File: src/rtl/fetch_sequencer_if.sv
`default_nettype none
// =============================================================================
// fetch_sequencer_if -- instruction-memory request/acknowledge bus.  Rev 1.0
// =============================================================================
interface fetch_sequencer_if;
  logic        imem_req;
  logic [31:0] imem_addr;
  logic        imem_ack;
  logic [31:0] imem_rdata;

  modport master (output imem_req, output imem_addr, input imem_ack, input imem_rdata);
  modport slave  (input imem_req, input imem_addr, output imem_ack, output imem_rdata);
endinterface
`default_nettype wire

File: src/rtl/fetch_sequencer.sv
`default_nettype none
// =============================================================================
// fetch_sequencer -- IF stage with stall buffer, redirect squash and optional
// bubble counter (macro FETCH_PERF_CNT_EN).  Rev 1.0
// =============================================================================
module fetch_sequencer #(
  parameter logic [31:0] RESET_PC = 32'h0000_0000
) (
  input  logic                     clk,
  input  logic                     rst_n,
  input  logic                     stall_i,
  input  logic                     redir_valid_i,
  input  logic [31:0]              redir_pc_i,
  fetch_sequencer_if.master        imem,
  output logic                     if_valid_o,
  output logic [31:0]              if_pc_o,
  output logic [31:0]              if_inst_o,
  output logic [31:0]              bubble_cnt_o
);

  typedef enum logic [1:0] {
    FETCH    = 2'd0,
    BUF      = 2'd1,
    WAIT_RES = 2'd2,
    SQUASH   = 2'd3
  } state_t;

  localparam logic [31:0] C_NOP = 32'h0000_0013;

  state_t      state_q;
  logic [31:0] pc_q;
  logic [31:0] sq_addr_q;
  logic [31:0] buf_pc_q;
  logic [31:0] buf_inst_q;
  logic [31:0] if_pc_q;
  logic [31:0] if_inst_q;
  logic        pending_q;
  logic        if_valid_q;

  logic        w_req;
  logic        w_take;
  logic [31:0] w_pc_inc;

  assign w_req    = ((state_q == FETCH) && (!stall_i || pending_q)) || (state_q == SQUASH);
  assign w_take   = w_req && imem.imem_ack;
  assign w_pc_inc = pc_q + 32'd4;

  // pc_q already holds the redirect target while squashing, so the abandoned
  // request keeps its original address from sq_addr_q until it is acked.
  assign imem.imem_req  = w_req;
  assign imem.imem_addr = (state_q == SQUASH) ? sq_addr_q : pc_q;

  assign if_valid_o = if_valid_q;
  assign if_pc_o    = if_pc_q;
  assign if_inst_o  = if_inst_q;

  always_ff @(posedge clk) begin
    if (!rst_n) begin
      state_q    <= FETCH;
      pc_q       <= RESET_PC;
      sq_addr_q  <= 32'h0;
      buf_pc_q   <= 32'h0;
      buf_inst_q <= C_NOP;
      pending_q  <= 1'b0;
      if_valid_q <= 1'b0;
      if_pc_q    <= 32'h0;
      if_inst_q  <= C_NOP;
    end else begin
      pending_q <= w_req && !imem.imem_ack;
      if (redir_valid_i) begin
        pc_q       <= redir_pc_i;
        if_valid_q <= 1'b0;
        if (state_q != SQUASH) begin
          sq_addr_q <= pc_q;
        end
        state_q <= (w_req && !imem.imem_ack) ? SQUASH : FETCH;
      end else begin
        // Bubble by default; a delivery below overrides it.
        if (!stall_i) begin
          if_valid_q <= 1'b0;
        end
        case (state_q)
          FETCH: begin
            if (w_take) begin
              if (stall_i) begin
                buf_pc_q   <= pc_q;
                buf_inst_q <= imem.imem_rdata;
                state_q    <= BUF;
              end else begin
                if_valid_q <= 1'b1;
                if_pc_q    <= pc_q;
                if_inst_q  <= imem.imem_rdata;
                pc_q       <= w_pc_inc;
                state_q    <= imem.imem_rdata[6] ? WAIT_RES : FETCH;
              end
            end
          end
          BUF: begin
            if (!stall_i) begin
              if_valid_q <= 1'b1;
              if_pc_q    <= buf_pc_q;
              if_inst_q  <= buf_inst_q;
              pc_q       <= w_pc_inc;
              state_q    <= buf_inst_q[6] ? WAIT_RES : FETCH;
            end
          end
          WAIT_RES: begin
            state_q <= WAIT_RES;
          end
          SQUASH: begin
            if (imem.imem_ack) begin
              state_q <= FETCH;
            end
          end
          default: begin
            state_q <= FETCH;
          end
        endcase
      end
    end
  end

`ifdef FETCH_PERF_CNT_EN
  logic [31:0] bubble_cnt_q;

  always_ff @(posedge clk) begin
    if (!rst_n) begin
      bubble_cnt_q <= 32'h0;
    end else if (!if_valid_q && !stall_i) begin
      bubble_cnt_q <= bubble_cnt_q + 32'd1;
    end
  end

  assign bubble_cnt_o = bubble_cnt_q;
`else
  assign bubble_cnt_o = 32'h0;
`endif

endmodule
`default_nettype wire

File: src/flat_wrapper.sv
// flat-port wrapper written by rule: the top's interface ports become plain ports
module fetch_sequencer_flat 
#(
  parameter logic [31:0] RESET_PC = 32'h0000_0000
)
  (clk, rst_n, stall_i, redir_valid_i, redir_pc_i, if_valid_o, if_pc_o, if_inst_o, bubble_cnt_o, imem_imem_req, imem_imem_addr, imem_imem_ack, imem_imem_rdata);
  fetch_sequencer_if imem_i ();
  input  logic clk;
  input  logic rst_n;
  input  logic stall_i;
  input  logic redir_valid_i;
  input  logic [31:0] redir_pc_i;
  output logic if_valid_o;
  output logic [31:0] if_pc_o;
  output logic [31:0] if_inst_o;
  output logic [31:0] bubble_cnt_o;
  output wire logic [$bits(imem_i.imem_req)-1:0] imem_imem_req;
  output wire logic [$bits(imem_i.imem_addr)-1:0] imem_imem_addr;
  input wire logic [$bits(imem_i.imem_ack)-1:0] imem_imem_ack;
  input wire logic [$bits(imem_i.imem_rdata)-1:0] imem_imem_rdata;
  assign imem_imem_req = imem_i.imem_req;
  assign imem_imem_addr = imem_i.imem_addr;
  assign imem_i.imem_ack = imem_imem_ack;
  assign imem_i.imem_rdata = imem_imem_rdata;
  fetch_sequencer #(.RESET_PC(RESET_PC)) u_core (.clk(clk), .rst_n(rst_n), .stall_i(stall_i), .redir_valid_i(redir_valid_i), .redir_pc_i(redir_pc_i), .imem(imem_i), .if_valid_o(if_valid_o), .if_pc_o(if_pc_o), .if_inst_o(if_inst_o), .bubble_cnt_o(bubble_cnt_o));
endmodule
File: config.mk
export PLATFORM = sky130hd
export DESIGN_NAME = fetch_sequencer_flat
export DESIGN_NICKNAME = d
export VERILOG_FILES = /design/src/rtl/fetch_sequencer_if.sv /design/src/rtl/fetch_sequencer.sv /design/src/flat_wrapper.sv
export SDC_FILE = /design/constraint.sdc
export NUM_CORES = 1
export LEC_CHECK = 0
export BUFFER_PORTS_ARGS = -buffer_cell sky130_fd_sc_hd__buf_2
export CAP_MARGIN = 30
export CORE_MARGIN = 5
export CORE_UTILIZATION = 50
export DETAILED_ROUTE_END_ITERATION = 8
export HOLD_SLACK_MARGIN = 0.06
export PLACE_DENSITY_LB_ADDON = 0.1
export SLEW_MARGIN = 0
export SYNTH_ARGS = -nofsm -noshare
export SYNTH_HDL_FRONTEND = slang
export SYNTH_SLANG_ARGS = --single-unit
export TNS_END_PERCENT = 20
File: constraint.sdc
create_clock -name clk -period 2.19 [get_ports clk]
set_input_delay 0 -clock clk [delete_from_list [all_inputs] [get_ports clk]]
set_output_delay 0 -clock clk [all_outputs]
set_load 0.1 [all_outputs]
### Yosys cells after proc, flatten, opt, wreduce, memory -nomap -nowiden

Index checks and enable logic that the tools add are counted.

* word-level logic and storage cells: 64
* register bits after elaboration: 196

* bitwise gates (word level): 2
* eq/ne operators: 10
* muxes and demuxes: 26
* reduce and logical (&&, ||, !) cells: 16
* add/subtract/negate cells: 1

Operators by type and width (number)
* 2-to-1 mux 32 bit: 10
* one-hot mux 32 bit (2 select lines): 3
* adder 32 x 3 -> 32 bit, second input constant: 1
* 2-to-1 mux 2 bit: 8
* one-hot mux 2 bit (4 select lines): 1
* != test 2 bit, second input constant: 3
* != test 3 bit, second input constant: 2
* AND reduction 5 bit: 1
* == test 2 bit, second input constant: 2
* AND reduction 2 bit: 2
* AND reduction 4 bit: 1
* logical AND 1 bit: 3
* 2-to-1 mux 1 bit: 3
* != test 3 x 2 -> 1 bit, second input constant: 1
* AND reduction 3 bit: 1
* nonzero test 3 bit: 1
* == test 2 x 1 -> 1 bit, second input constant: 1
* logical NOT 1 bit: 2
* logical NOT 2 bit: 1
* logical OR 1 bit: 2
* != test 2 x 1 -> 1 bit, second input constant: 1
* NOT 1 bit: 2
* one-hot mux 1 bit (2 select lines): 1
* nonzero test 2 bit: 1
* OR reduction 2 bit: 1

### Depth between registers and ports, before layout

* depth after elaboration: 8
* gate-level depth with buffers: 8
* gate-level depth less buffers: 5

### Worst setup path after synthesis

OpenSTA, ideal clock, no wires.

* kind: flip-flop to flip-flop
* start point: register u_core.state_q[1]
* end point: register u_core.pending_q
* setup time: 0.120 ns
* data arrival time: 2.065 ns
* required time: 2.070 ns
* stages on the path, launching flop included: 6
* slack: 0.005 ns
* path through: dfxtp_1 > buf_2 > nand2_1 > clkbuf_1 > nand2_1 > and3b_1

* longest elaborated chain between the ends: 4
* elaborated cells on any way between the ends: 5
* those cells by class: eq/ne (1); reduce/logical (4)

RTL lines
* from (decl): RTL line fetch_sequencer.sv:30 `state_t state_q;`
* from (signal assigned): RTL line fetch_sequencer.sv:76 `state_q <= (w_req && !imem.imem_ack) ? SQUASH : FETCH;`
* from (signal assigned): RTL line fetch_sequencer.sv:94 `state_q <= imem.imem_rdata[6] ? WAIT_RES : FETCH;`
* from (signal assigned): RTL line fetch_sequencer.sv:104 `state_q <= buf_inst_q[6] ? WAIT_RES : FETCH;`
* logical NOT 2 bit: RTL line fetch_sequencer.sv:44 `assign w_req = ((state_q == FETCH) && (!stall_i || pending_q)) || (state_q == SQUASH);`
* logical AND 1 bit: RTL line fetch_sequencer.sv:44
* logical OR 1 bit *: RTL line fetch_sequencer.sv:44
* via imem_imem_req: RTL line flat_wrapper.sv:17 `output wire logic [$bits(imem_i.imem_req)-1:0] imem_imem_req;`
* logical AND 1 bit *: RTL line fetch_sequencer.sv:69 `pending_q <= w_req && !imem.imem_ack;`
* to (signal assigned): RTL line fetch_sequencer.sv:69
* to (decl): RTL line fetch_sequencer.sv:37 `logic pending_q;`

Mark *: on every way through the listed nets, which the timed path passes. The rest lies on a longest branch.
A chain may end at the register's enable or synchronous reset.

### Worst setup path in the final report

* start point: register u_core.state_q[1]
* end point: output port imem_imem_addr[23]

* longest elaborated chain between the ends: 2

RTL lines
* == test 2 bit: RTL line fetch_sequencer.sv:51 `assign imem.imem_addr = (state_q == SQUASH) ? sq_addr_q : pc_q;`
* 2-to-1 mux 32 bit: RTL line fetch_sequencer.sv:51
* to (decl): RTL line flat_wrapper.sv:18 `output wire logic [$bits(imem_i.imem_addr)-1:0] imem_imem_addr;`

No other way between the ends.

==> impl_metrics.csv <==
group,metric,value,unit
yosys,synth_compound_area_share,19.3,%
critical_path,path_class,"flop to primary output",
critical_path,cp-start-kind,"flop",
clocking,tritoncts,"done",
critical_path,cp_max_fo,23,
routing,dr.pass1.iters,4,
floorplanning,core,0.0179,mm^2
grt,antenna_found_initial,0,
routing,num_vias,8128,
routing,wire_per_inst,16.0,um
yosys,ys_warn_count,0,
run,cap_violations,0,
layout,antenna_cells,0,
routing,ant_nets,0,
yosys,async_reset_ff_share,0,%
clocking,cts.root.buffer_cell,"clkbuf_16",
timing,min_period,2.06,ns
layout,area_growth,30.4,%
grt,overflow,0,
yosys,synthSimpleGateAreaFrac,23.0,%
yosys,ys_ff_latch,196,
hold_path,min_path_type,"primary input to flop",
layout,layout_common_cells,"nand2_1 (334), dfxtp_1 (196), buf_2 (132)",
timing,fin_tns_setup,0,ns
timing,hold_violations,0,
clocking,clkLatencyLatePin,0.43,ns
grt,grt_pass1_wl,39400,um
floorplanning,ios,199,
yosys,ys_dominant_reg_cell,"dfxtp_1",
yosys,synthXorXnorAreaFrac,2.32,%
clocking,clk_path_buf_depth,2,
routing,drtIter0Drc,456,
timing,max_slew.worst_pin.slew,0.640,ns
routing,wl,24700,um
yosys,netlist_area,0.00907,mm^2
yosys,yosysSeqAreaShare,43.2,%
floorplanning,die_h,145,um
timing,max_freq,486,MHz
layout,seqCellArea,0.00392,mm^2
timing,slew_headroom,57.4,%
timing,fin_crit_sh,94.0,%
placement,hpwl,16200,um
routing,via_per_inst,5.27,
critical_path,rrSetupSlack,0.31,ns
placement,pre_cts_slack,0.345,ns
layout,fillCellCount,1530,
critical_path,cp-end-kind,"primary output",
layout,multiInputGateArea,0.00462,mm^2
grt,grt_pass1_vias,7749,
timing,worst_slack,0.131,ns
yosys,synthMuxAreaShare,4.52,%
timing,drv_slew,0,
clocking,clk_pin_slew,0.07,ns
yosys,synth_cell_types,48,
critical_path,critPathArrivalTime,2.06,ns
yosys,synth_top_family_by_area,"simple AND/OR/NAND/NOR gates",
timing,rsz0062_at_grt,"no",
timing,skew,0.00773,ns
layout,final_common_cell,"nand2_1",
grt,track_usage,23.3,%
placement,port_buffers,166,
floorplanning,dieArea,0.0209,mm^2
timing,setup_viol,0,
placement,routabilityCongestion,0.829,
hold_path,hold_depth,2,
status,status,"complete, no violations",
yosys,synth_edf_count,0,
power_and_ir_drop,powerDensity,799,mW/mm^2
yosys,synth_fa_ha_area_share,0.138,%
power_and_ir_drop,peakVddDrop,0.560,mV
yosys,netlist_instances,1110,
floorplanning,die_x,145,um
layout,drive_gt1_share,21.6,%
grt,grt_max_degree,65,
clocking,cts-buffers-inserted,17,
floorplanning,initial_core_util,50.7,%
power_and_ir_drop,cellLeakagePower,0.00535,uW
critical_path,crit_required,2.19,ns
floorplanning,rows,49,
clocking,clock_sinks,196,
layout,fin_nets,1370,
routing,drc,0,
critical_path,rr_worst_depth,5,
yosys,avgSynthCellArea,8.18,um^2
clocking,h-tree-depth,4,
area by class of cell:
type                    instances  area share, %
multi-input cells             807           39.0
clock buffers                  17           3.59
well taps                     229           2.42
clock inverters                15           1.24
flip-flops and latches        196           33.2
repair buffers                271           20.4
inverters                       7          0.222
cells by family (layout without fill, tap and decap cells):
group	Yosys count	in the layout
AOI/OAI and AO/OA	229	229
DFF	196	196
muxes	37	37
other	1	32
xor gates and xnor gates	24	24
buffers and inverters	138	310
and+or+nand+nor	484	484
adders and majority gates	1	1
metrics by stage:
step	total power (uW)	cell area (um^2)	instances	util (%)	hold WS, ns
final	9460	11800	1542	66.1	0.111
after global routing	9830	11800	1542	66.1	0.125
after CTS	9540	11800	1542	66.1	0.108
after detailed placement	6410	10600	1443	59.2	0.243
after global placement	6390	10600	1443	59.2	0.239
after floorplan	5800	9190	1141	-	0.124
synthesized netlist by cell type (17+ instances only):
cell type	number	area [um^2]
a21boi_0	82	616
a21oi_1	24	120
buf_2	27	135
buf_4	33	248
clkbuf_1	71	267
dfxtp_1	196	3920
mux2_2	32	360
nand2_1	334	1250
nand3_1	73	365
nand4_1	17	106
nor2_1	23	86.3
o211a_1	64	641
o21ai_0	29	145
worst max-delay path, cell delays in order, from the launching register on:
cell	delay [ns]
dfxtp_1	0.62
nand2_1	0.17
buf_4	0.29
mux2_2	0.36
buf_12	0.18
report_power, final:
part | switching [uW] | internal (uW)
sequential | 135 | 3730
clock | 1450 | 1600
combinational | 1860 | 694
total | 3440 | 6020
layer usage:
layer | vias up | track usage (%) | share of wire (%)
li1 | 4071 | - | -
met1 | 3832 | 31.1 | 46
met2 | 204 | 39.3 | 48
met3 | 21 | 4.37 | 5.3
met4 | 0 | 5.30 | 1.2
met5 | - | 0 | 0
repair_timing:
item | CTS | global route
endpoints found under the hold margin | 100 | 0
hold buffers | 67 | 0
resized for setup | 0 | 0
endpoints found under the setup margin | 0 | 0
buffers inserted | 0 | 0
flip-flops by register name, summed over array words and instances (netlist names):
name               cells
u_core.if_pc_o        32
u_core.buf_pc_q       32
u_core.pc_q           32
u_core.pending_q       1
u_core.sq_addr_q      32
u_core.if_valid_o      1
u_core.buf_inst_q     32
u_core.state_q         2
u_core.if_inst_o      32
final timing paths:
check / start / endpoint
worst max register to register: u_core.state_q[0] / u_core.pc_q[9]
worst max-delay path: u_core.state_q[1] / imem_imem_addr[23]
worst min register to register: u_core.buf_inst_q[31] / u_core.buf_inst_q[31]
worst min-delay path: rst_n / u_core.if_inst_o[31]
(Power assumes the default switching activity.)
